==> src/rtl/alu_pkg.sv <==
// Shared types for the ALU issue controller: function encoding, field widths,
// the buffered instruction record and operand-usage decoding.
package alu_pkg;

    localparam int REG_W  = 4;
    localparam int FUNC_W = 4;
    localparam int ADDR_W = 8;

    typedef enum logic [FUNC_W-1:0] {
        ADD   = 4'd0,
        SUB   = 4'd1,
        AND   = 4'd2,
        MOV_A = 4'd3,
        MOV_B = 4'd4,
        OR    = 4'd5,
        XOR   = 4'd6,
        SLT   = 4'd7,
        NOT_A = 4'd8,
        NOT_B = 4'd9,
        INC   = 4'd10,
        SHL   = 4'd11
    } func_e;

    typedef struct packed {
        logic [REG_W-1:0]  rs1;
        logic [REG_W-1:0]  rs2;
        logic [REG_W-1:0]  rd;
        logic [FUNC_W-1:0] func;
        logic [ADDR_W-1:0] addr;
    } instr_t;

    // Encodings above SHL are reserved and get dropped at the head
    function automatic logic func_legal(input logic [FUNC_W-1:0] f);
        return f <= FUNC_W'(SHL);
    endfunction

    function automatic logic uses_rs1(input logic [FUNC_W-1:0] f);
        return f inside {ADD, SUB, AND, MOV_A, OR, XOR, SLT, NOT_A, INC, SHL};
    endfunction

    function automatic logic uses_rs2(input logic [FUNC_W-1:0] f);
        return f inside {ADD, SUB, AND, MOV_B, OR, XOR, SLT, NOT_B};
    endfunction

endpackage

==> src/rtl/alu_issue_ctrl_if.sv <==
// Instruction-in / op-out bundle of the ALU issue controller.
// master = instruction source and status observer, slave = the controller.
interface alu_issue_ctrl_if;
    import alu_pkg::*;

    logic              in_valid;
    logic              in_ready;
    logic [REG_W-1:0]  in_rs1;
    logic [REG_W-1:0]  in_rs2;
    logic [REG_W-1:0]  in_rd;
    logic [FUNC_W-1:0] in_func;
    logic [ADDR_W-1:0] in_addr;
    logic              flush;

    logic              op_valid;
    logic [REG_W-1:0]  rs1;
    logic [REG_W-1:0]  rs2;
    logic [REG_W-1:0]  rd;
    logic [FUNC_W-1:0] func;
    logic [ADDR_W-1:0] addr;
    logic              err_illegal;
    logic              busy;
    logic [15:0]       issue_cnt;
    logic [15:0]       stall_cnt;

    modport master (
        output in_valid, in_rs1, in_rs2, in_rd, in_func, in_addr, flush,
        input  in_ready, op_valid, rs1, rs2, rd, func, addr,
               err_illegal, busy, issue_cnt, stall_cnt
    );

    modport slave (
        input  in_valid, in_rs1, in_rs2, in_rd, in_func, in_addr, flush,
        output in_ready, op_valid, rs1, rs2, rd, func, addr,
               err_illegal, busy, issue_cnt, stall_cnt
    );

endinterface

==> src/rtl/alu_issue_fifo.sv <==
// Synchronous instruction buffer with occupancy count; flush empties it
// in one edge and takes priority over push/pop.
module alu_issue_fifo
    import alu_pkg::*;
#(
    parameter int DEPTH = 4
) (
    input  logic                         clk1,
    input  logic                         rst_n,
    input  logic                         flush,
    input  logic                         push,
    input  logic                         pop,
    input  instr_t                       din,
    output instr_t                       dout,
    output logic                         full,
    output logic                         empty,
    output logic [$clog2(DEPTH+1)-1:0]   count
);
    localparam int CNT_W = $clog2(DEPTH + 1);
    localparam int PTR_W = (DEPTH > 1) ? $clog2(DEPTH) : 1;

    instr_t           mem [DEPTH];
    logic [PTR_W-1:0] wr_ptr, rd_ptr;
    logic             do_push, do_pop;

    function automatic logic [PTR_W-1:0] nxt(input logic [PTR_W-1:0] p);
        return (p == PTR_W'(DEPTH - 1)) ? '0 : p + 1'b1;
    endfunction

    assign full    = (count == CNT_W'(DEPTH));
    assign empty   = (count == '0);
    assign dout    = mem[rd_ptr];
    assign do_push = push && !full && !flush;
    assign do_pop  = pop && !empty && !flush;

    always_ff @(posedge clk1) begin
        if (do_push) mem[wr_ptr] <= din;
    end

    always_ff @(posedge clk1 or negedge rst_n) begin
        if (!rst_n) begin
            wr_ptr <= '0;
            rd_ptr <= '0;
            count  <= '0;
        end else if (flush) begin
            wr_ptr <= '0;
            rd_ptr <= '0;
            count  <= '0;
        end else begin
            if (do_push) wr_ptr <= nxt(wr_ptr);
            if (do_pop)  rd_ptr <= nxt(rd_ptr);
            case ({do_push, do_pop})
                2'b10:   count <= count + 1'b1;
                2'b01:   count <= count - 1'b1;
                default: count <= count;
            endcase
        end
    end

endmodule

==> src/rtl/alu_issue_ctrl.sv <==
// In-order ALU issue stage: buffers instructions, holds a RAW-hazard head until
// its producers age out of the scoreboard. Optional counters: ALU_ISSUE_PERF_EN.
module alu_issue_ctrl
    import alu_pkg::*;
#(
    parameter int FIFO_DEPTH   = 4,
    parameter int HAZARD_DEPTH = 3
) (
    input  logic            clk1,
    input  logic            rst_n,
    alu_issue_ctrl_if.slave bus
);
    localparam int CNT_W = $clog2(FIFO_DEPTH + 1);

    instr_t            in_instr, head, out_q;
    logic              full, empty;
    logic [CNT_W-1:0]  count;
    logic              push, pop, issue, drop, hazard, head_legal;
    logic              op_valid_q, err_q;

    // Scoreboard: sb_vld[i]/sb_rd[i] describe the op issued i+1 edges ago
    logic [HAZARD_DEPTH-1:0]            sb_vld;
    logic [HAZARD_DEPTH-1:0][REG_W-1:0] sb_rd;

    assign in_instr = '{rs1: bus.in_rs1, rs2: bus.in_rs2, rd: bus.in_rd,
                        func: bus.in_func, addr: bus.in_addr};

    assign bus.in_ready = rst_n && !full;
    assign push         = bus.in_valid && bus.in_ready && !bus.flush;

    alu_issue_fifo #(.DEPTH(FIFO_DEPTH)) u_fifo (
        .clk1  (clk1),
        .rst_n (rst_n),
        .flush (bus.flush),
        .push  (push),
        .pop   (pop),
        .din   (in_instr),
        .dout  (head),
        .full  (full),
        .empty (empty),
        .count (count)
    );

    always_comb begin
        hazard = 1'b0;
        for (int i = 0; i < HAZARD_DEPTH; i++) begin
            if (sb_vld[i] && ((uses_rs1(head.func) && sb_rd[i] == head.rs1) ||
                              (uses_rs2(head.func) && sb_rd[i] == head.rs2)))
                hazard = 1'b1;
        end
    end

    assign head_legal = func_legal(head.func);
    assign issue      = !empty && !bus.flush && head_legal && !hazard;
    assign drop       = !empty && !bus.flush && !head_legal;
    assign pop        = issue || drop;

    // Keeps shifting through a flush so ops already issued stay tracked
    always_ff @(posedge clk1 or negedge rst_n) begin
        if (!rst_n) begin
            sb_vld <= '0;
            sb_rd  <= '0;
        end else begin
            sb_vld[0] <= issue;
            sb_rd[0]  <= head.rd;
            for (int i = 1; i < HAZARD_DEPTH; i++) begin
                sb_vld[i] <= sb_vld[i-1];
                sb_rd[i]  <= sb_rd[i-1];
            end
        end
    end

    always_ff @(posedge clk1 or negedge rst_n) begin
        if (!rst_n) begin
            op_valid_q <= 1'b0;
            err_q      <= 1'b0;
            out_q      <= '0;
        end else begin
            op_valid_q <= issue;
            err_q      <= drop;
            if (issue) out_q <= head;
        end
    end

    assign bus.op_valid    = op_valid_q;
    assign bus.err_illegal = err_q;
    assign bus.rs1         = out_q.rs1;
    assign bus.rs2         = out_q.rs2;
    assign bus.rd          = out_q.rd;
    assign bus.func        = out_q.func;
    assign bus.addr        = out_q.addr;
    assign bus.busy        = (count != '0) || (|sb_vld);

`ifdef ALU_ISSUE_PERF_EN
    logic        stall;
    logic [15:0] issue_cnt_q, stall_cnt_q;

    assign stall = !empty && !bus.flush && head_legal && hazard;

    always_ff @(posedge clk1 or negedge rst_n) begin
        if (!rst_n) begin
            issue_cnt_q <= '0;
            stall_cnt_q <= '0;
        end else begin
            if (issue && issue_cnt_q != 16'hFFFF) issue_cnt_q <= issue_cnt_q + 1'b1;
            if (stall && stall_cnt_q != 16'hFFFF) stall_cnt_q <= stall_cnt_q + 1'b1;
        end
    end

    assign bus.issue_cnt = issue_cnt_q;
    assign bus.stall_cnt = stall_cnt_q;
`else
    assign bus.issue_cnt = '0;
    assign bus.stall_cnt = '0;
`endif

endmodule

==> src/flat_wrapper.sv <==
// flat-port wrapper written by rule: the top's interface ports become plain ports
module alu_issue_ctrl_flat import alu_pkg::*;
#(
    parameter int FIFO_DEPTH   = 4,
    parameter int HAZARD_DEPTH = 3
)
  (clk1, rst_n, bus_in_valid, bus_in_rs1, bus_in_rs2, bus_in_rd, bus_in_func, bus_in_addr, bus_flush, bus_in_ready, bus_op_valid, bus_rs1, bus_rs2, bus_rd, bus_func, bus_addr, bus_err_illegal, bus_busy, bus_issue_cnt, bus_stall_cnt);
  alu_issue_ctrl_if bus_i ();
  input  logic clk1;
  input  logic rst_n;
  input wire logic [$bits(bus_i.in_valid)-1:0] bus_in_valid;
  input wire logic [$bits(bus_i.in_rs1)-1:0] bus_in_rs1;
  input wire logic [$bits(bus_i.in_rs2)-1:0] bus_in_rs2;
  input wire logic [$bits(bus_i.in_rd)-1:0] bus_in_rd;
  input wire logic [$bits(bus_i.in_func)-1:0] bus_in_func;
  input wire logic [$bits(bus_i.in_addr)-1:0] bus_in_addr;
  input wire logic [$bits(bus_i.flush)-1:0] bus_flush;
  output wire logic [$bits(bus_i.in_ready)-1:0] bus_in_ready;
  output wire logic [$bits(bus_i.op_valid)-1:0] bus_op_valid;
  output wire logic [$bits(bus_i.rs1)-1:0] bus_rs1;
  output wire logic [$bits(bus_i.rs2)-1:0] bus_rs2;
  output wire logic [$bits(bus_i.rd)-1:0] bus_rd;
  output wire logic [$bits(bus_i.func)-1:0] bus_func;
  output wire logic [$bits(bus_i.addr)-1:0] bus_addr;
  output wire logic [$bits(bus_i.err_illegal)-1:0] bus_err_illegal;
  output wire logic [$bits(bus_i.busy)-1:0] bus_busy;
  output wire logic [$bits(bus_i.issue_cnt)-1:0] bus_issue_cnt;
  output wire logic [$bits(bus_i.stall_cnt)-1:0] bus_stall_cnt;
  assign bus_i.in_valid = bus_in_valid;
  assign bus_i.in_rs1 = bus_in_rs1;
  assign bus_i.in_rs2 = bus_in_rs2;
  assign bus_i.in_rd = bus_in_rd;
  assign bus_i.in_func = bus_in_func;
  assign bus_i.in_addr = bus_in_addr;
  assign bus_i.flush = bus_flush;
  assign bus_in_ready = bus_i.in_ready;
  assign bus_op_valid = bus_i.op_valid;
  assign bus_rs1 = bus_i.rs1;
  assign bus_rs2 = bus_i.rs2;
  assign bus_rd = bus_i.rd;
  assign bus_func = bus_i.func;
  assign bus_addr = bus_i.addr;
  assign bus_err_illegal = bus_i.err_illegal;
  assign bus_busy = bus_i.busy;
  assign bus_issue_cnt = bus_i.issue_cnt;
  assign bus_stall_cnt = bus_i.stall_cnt;
  alu_issue_ctrl #(.FIFO_DEPTH(FIFO_DEPTH), .HAZARD_DEPTH(HAZARD_DEPTH)) u_core (.clk1(clk1), .rst_n(rst_n), .bus(bus_i));
endmodule
==> config.mk <==
export PLATFORM = sky130hd
export DESIGN_NAME = alu_issue_ctrl_flat
export DESIGN_NICKNAME = d
export VERILOG_FILES = /design/src/rtl/alu_pkg.sv /design/src/rtl/alu_issue_ctrl_if.sv /design/src/rtl/alu_issue_fifo.sv /design/src/rtl/alu_issue_ctrl.sv /design/src/flat_wrapper.sv
export SDC_FILE = /design/constraint.sdc
export NUM_CORES = 1
export LEC_CHECK = 0
export BUFFER_PORTS_ARGS = -buffer_cell sky130_fd_sc_hd__buf_2
export CELL_PAD_IN_SITES_DETAIL_PLACEMENT = 0
export CELL_PAD_IN_SITES_GLOBAL_PLACEMENT = 1
export CORE_MARGIN = 2
export CORE_UTILIZATION = 40
export DETAILED_ROUTE_END_ITERATION = 6
export PLACE_DENSITY_LB_ADDON = 0.15
export REMOVE_ABC_BUFFERS = 1
export SLEW_MARGIN = 5
export SYNTH_ARGS = -nofsm -noshare
export SYNTH_HDL_FRONTEND = slang
export SYNTH_HIERARCHICAL = 1
export SYNTH_SLANG_ARGS = --single-unit
==> constraint.sdc <==
create_clock -name clk1 -period 11.6 [get_ports clk1]
set_input_delay 0.58 -clock clk1 [delete_from_list [all_inputs] [get_ports clk1]]
set_output_delay 0.58 -clock clk1 [all_outputs]
set_load 0.1 [all_outputs]
# After elaboration in Yosys (flattened, before gate mapping)
# Memory sizes are Yosys's and may differ from the RTL's.
# Index checks and enable logic that the tools add are counted.
[op_classes]
add_sub_neg = 4
order_cmp = 1
n_eq_ne = 22
mux = 13
reduce_logical = 39
[op_table]
columns = ["cell", "n"]
rows = [
  ["4-bit equality test", 6],
  ["1-bit logical AND", 20],
  ["4-bit by 3-bit equality test with 1-bit output, second input constant", 4],
  ["4-bit equality test, second input constant", 4],
  ["2-bit 2-to-1 mux", 6],
  ["10-bit nonzero test", 1],
  ["4-bit by 2-bit equality test with 1-bit output, second input constant", 2],
  ["8-bit nonzero test", 1],
  ["2-bit equality test, second input constant", 3],
  ["3-bit case mux with 2 select lines", 1],
  ["3-bit nonzero test", 2],
  ["1-bit zero test", 5],
  ["1-bit logical OR", 5],
  ["1-bit 2-to-1 mux", 5],
  ["2-bit by 1-bit adder with 2-bit output, second input constant", 2],
  ["4-bit by 1-bit equality test with 1-bit output, second input constant", 1],
  ["4-bit less-or-equal comparator, second input constant", 1],
  ["4-bit zero test", 1],
  ["2-bit nonzero test", 2],
  ["3-bit by 1-bit adder with 3-bit output, second input constant", 1],
  ["3-bit equality test, second input constant", 1],
  ["3-bit zero test", 1],
  ["3-bit 2-to-1 mux", 1],
  ["3-bit OR reduction", 1],
  ["2 further kinds", 2],
]
[word_totals]
reg_bits = 48
ramBits = 96
in_bits = 28
out_inout_bits = 60
elab_cells = 94
mem_count = 1
[memory_table]
columns = ["memory", "depth", "word_bits", "rd", "rd_clocked_by_memory_dff", "wr", "line", "text"]
rows = [
  ["u_core.u_fifo.mem", 4, 24, 1, 0, 1, "alu_issue_fifo.sv:22", "instr_t mem [DEPTH];"],
]

# Longest topological paths before layout
# An unclocked memory read counts as a cell.
[logic_depth]
depth_word = 17
mapped_depth = 17
mapped_depth_nobuf = 12

# Hierarchy
# The synthesis kept the hierarchy.
[modules_own_cells]
columns = ["mod", "instances", "cells_each", "area_per_inst_um2", "seq_area_each_um2"]
rows = [
  ["alu_issue_fifo", 1, 190, 4086.4, 3057.9],
  ["alu_issue_ctrl", 1, 267, 2652.5, 1001.0],
]

# Worst setup path after synthesis
# Ideal clock, no wire load.
[synth_path]
kind = "register -> register"
start = "register u_core.u_fifo.count[0]"
end = "register u_core.u_fifo.count[2]"
setup_ps = 82
arrival_ps = 3792
required_ps = 11518
path_slack_ps = 7726
path_stages_with_launch = 12
path_buffers = 1
synth_period_minus_slack_ps = 3874
cell_sequence = "dfrtp_1 -> or2_4 -> nor2_1 -> nor2b_1 -> and3b_1 -> buf_2 -> o21ai_0 -> nor3b_1 -> fa_1 -> nor4b_2 -> o21ai_0 -> a31oi_1"
[synth_via]
elab_cells_between_ends = 23
cone_classes = "2 x add/sub; 3 x eq/ne; 2 x mux; 16 x reduce/logical"
[synth_lines]
columns = ["element", "line", "text"]
rows = [
  ["start: declaration", "alu_issue_fifo.sv:17", "output logic [$clog2(DEPTH+1)-1:0] count"],
  ["start signal: assignment", "alu_issue_fifo.sv:53", "2'b10: count <= count + 1'b1;"],
  ["start signal: assignment", "alu_issue_fifo.sv:54", "2'b01: count <= count - 1'b1;"],
  ["start signal: assignment", "alu_issue_fifo.sv:55", "default: count <= count;"],
  ["3-bit equality test *", "alu_issue_fifo.sv:30", "assign full = (count == CNT_W'(DEPTH));"],
  ["net u_core.full", "alu_issue_ctrl.sv:16", "logic full, empty;"],
  ["1-bit zero test *", "alu_issue_ctrl.sv:28", "assign bus.in_ready = rst_n && !full;"],
  ["1-bit logical AND *", "alu_issue_ctrl.sv:28", ""],
  ["net bus_in_ready", "flat_wrapper.sv:18", "output wire logic [$bits(bus_i.in_ready)-1:0] bus_in_ready;"],
  ["1-bit logical AND * (2 in series)", "alu_issue_ctrl.sv:29", "assign push = bus.in_valid && bus.in_ready && !bus.flush;"],
  ["net u_core.push", "alu_issue_ctrl.sv:18", "logic push, pop, issue, drop, hazard, head_legal;"],
  ["1-bit logical AND * (2 in series)", "alu_issue_fifo.sv:33", "assign do_push = push && !full && !flush;"],
  ["2-bit by 1-bit equality test with 1-bit output or 2-bit equality test (tied branches)", "alu_issue_fifo.sv:52", "case ({do_push, do_pop})"],
  ["3-bit case mux with 2 select lines", "alu_issue_fifo.sv:52", ""],
  ["3-bit 2-to-1 mux", "alu_issue_fifo.sv:45", "end else if (flush) begin"],
]
# Mark *: on every way through the listed nets, which the timed path passes. The rest lies on a longest branch.
# A chain may end at the register's enable or synchronous reset.

==> impl_metrics.toml <==
[cts]
numCtsBuffers = 17
cts.clk_slew.worst_paths_ns = 0.06
cts_resized = 0
cts_buffer_depth = 2
clkSinkCount = 143
hold_buffers = 0
cts_tree = "yes"
htree_levels = 4
post-cts-setup-buffers = 0
root_buffer = "clkbuf_16"
worst_skew_pair.late_latency_ns = 0.42

[pwr]
p_total_uw = 1460
power.density_mw_per_mm2 = 191
max-vdd-ir-drop_mv = 0.125
leakage_uw = 0.00266

[job]
maxCapViolations = 0

[global_route]
antenna_found_initial = 0
grt_first_pass_wirelength_um = 22300
grt_max_degree = 49
grt_pass1_vias = 3876
grt_util_all_layers = 0.165
grt.overflow.total = 0

[die]
pin_count = 88
core-area_mm2 = 0.0165
die_y_um = 134
start_util = 0.408
fp.dieW_um = 134
rows = 47
die_area_mm2 = 0.0179

[synthesis]
synthFlopType = "edfxtp_1"
async_reset_ff_frac = 0.329
syn_inst = 457
synth_top_cell_by_area = "edfxtp_1"
synthTopCellsByArea = "edfxtp_1 (43%), dfrtp_1 (17%), mux4_2 (6.0%)"
avgSynthCellArea_um2 = 14.7
yosys_warnings = 6
synth-edff-count = 96
ys_seq_area_frac = 0.602
synth-seq-cells = 143
synth_top_area_share = 0.428
synth_cell_types = 50
synthesis.area_mm2 = 0.00674
yosys.cell_count.top_type = "edfxtp_1"
synth_common_cells = "edfxtp_1 (96), o21ai_0 (53), dfrtp_1 (47)"

[worst_setup_path]
endpoint_kind = "register"
r2r-start = "u_core/u_fifo/rd_ptr[0]"
r2r_end = "u_core/u_fifo/count[1]"
crit_path_start_kind = "register"
crit_arrival_ns = 5.34
setup.worst_path.end = "u_core/u_fifo/count[1]"
crit_fanout = 25
reg2reg_depth = 13
r2r_setup_slack_ns = 6.57
required_ns = 11.91
crit_type = "reg -> reg"
crit_start = "u_core/u_fifo/rd_ptr[0]"

[detailed_routing]
top_layer_used = "met4"
post_drt_via_cell_ratio = 5.32
num_vias = 3950
drt-pass1-iter-count = 5
final_antenna_net_count = 0
wire_per_inst_um = 19.3
drt_iter0_markers = 295
drt-total-wl_um = 14400
route.detailed.drc = 0
wl_met3_um = 683
wl_met1_um = 6390
routed-wl-met2_um = 7070

[sta]
clock_skew_ns = 0.0121
setup_viol = 0
slew_violations = 0
setup_tns_ns = 0
rsz0062_at_grt = "no"
worstMarginPinSlew_ns = 1.12
hold_violations = 0
relSlewSlack = 0.254
fin_crit_sh = 0.434
fmax_ghz = 0.199
fin_crit_ns = 5.03

[cells_and_area]
syn2layout_area_growth_pct = 13.8
num-fill-cells = 1463
final_nets = 543
regArea_mm2 = 0.00406
drive_gt1_frac = 0.275
multi_input_area_mm2 = 0.00234
diodes = 0

[placed_design]
dp_hpwl_um = 8860
place.gp.congestion = 0.772
port_buffers = 55

[run_status]
status = "completed"

[worst_hold_path]
hold_class = "in -> async"
==> placed cells by master, fill, tap and decap left out, types with 5 or more instances in the layout <==
cell       instances
edfxtp_1          96
buf_2             55
o21ai_0           53
dfrtp_1           47
conb_1            32
and2_1            29
xnor2_1           26
a32oi_1           24
o211ai_2          18
mux4_2            18
clkbuf_16         17
nor2_1            12
buf_4             10
o211ai_1           7
nand2_1            6
mux4_1             6
nand3_1            5
inv_1              5
==> metal layers <==
metal	vias to the layer above	global-route usage
met1	2013	0.216
li1	1805	-
met5	-	0
met2	116	0.269
met4	0	0.0556
met3	16	0.0438
==> how the worst min path moves through the flow <==
stage	slack, ns	startpoint	cells past startpoint	to
after floorplan	0.28	rst_n	0	u_core/bus.addr[0]
after detailed placement	0.42	u_core/sb_rd[7]	0	u_core/sb_rd[11]
after global placement	0.42	u_core/sb_rd[5]	0	u_core/sb_rd[9]
after global routing	0.32	rst_n	2	u_core/bus.addr[6]
final	0.26	rst_n	2	u_core/bus.addr[6]
after CTS	0.29	rst_n	2	u_core/bus.addr[6]
==> worst max-delay path, cell delays in order, from the launching register on <==
cell and delay, ns:
dfrtp_1 0.59, buf_4 0.47, mux4_2 0.61, nand2b_1 0.19
mux2_4 0.25, o22a_1 0.71, nor2_1 0.13, o21bai_1 0.68
o21ai_2 0.15, nor3b_1 0.28, fa_1 0.48, o311ai_0 0.11
a21oi_1 0.08, o21a_1 0.17
==> layout make-up <==
class | instances | area share
flip-flops and latches | 143 | 0.529
well taps | 220 | 0.0359
inverters | 5 | 0.00245
multi-input cells | 278 | 0.305
repair buffers | 65 | 0.0457
clock inverters | 15 | 0.0258
clock buffers | 17 | 0.0555
==> cell families (layout without fill, tap and decap cells) <==
family | count (synthesis) | in the layout | synth area share
other | 1 | 32 | 0.000556
adder cells (fa/ha/maj) | 5 | 5 | 0.0104
AO/OA/AOI/OAI | 117 | 117 | 0.133
AND/OR/NAND/NOR | 68 | 68 | 0.0576
buffers and inverters | 67 | 102 | 0.0694
flip-flops | 143 | 143 | 0.602
XOR/XNOR | 28 | 28 | 0.0364
multiplexers | 28 | 28 | 0.0904
==> sequential cells by signal, indices dropped and copies added (netlist names) <==
signal and flops:
u_core/bus.addr 8, u_core/bus.rd 4, u_core/bus.func 4, u_core/u_fifo/mem 96, u_core/sb_rd 12, u_core/u_fifo/rd_ptr 2
u_core/bus.rs1 4, u_core/bus.err_illegal 1, u_core/sb_vld 3, u_core/bus.rs2 4, u_core/u_fifo/wr_ptr 2, u_core/u_fifo/count 3
==> where the power goes <==
part	total, uW	internal [uW]	switching [uW]
logic	297	42.9	254
registers	597	571	25.5
clock network	571	347	224
==> per-stage QoR <==
step / util / std cells / worst slack (ns) / hold WS, ns / cell area [um2]
6_report: 0.464 / 743 / 6.57 / 0.261 / 7670
5_1_grt: 0.464 / 743 / 6.09 / 0.322 / 7670
2_1_floorplan: - / 426 / 6.04 / 0.284 / 6410
3_3_place_gp: 0.426 / 711 / 6.64 / 0.421 / 7040
3_5_place_dp: 0.426 / 711 / 6.60 / 0.420 / 7040
4_1_cts: 0.464 / 743 / 6.58 / 0.294 / 7670
No activity file was read; power rests on OpenSTA's default activity.
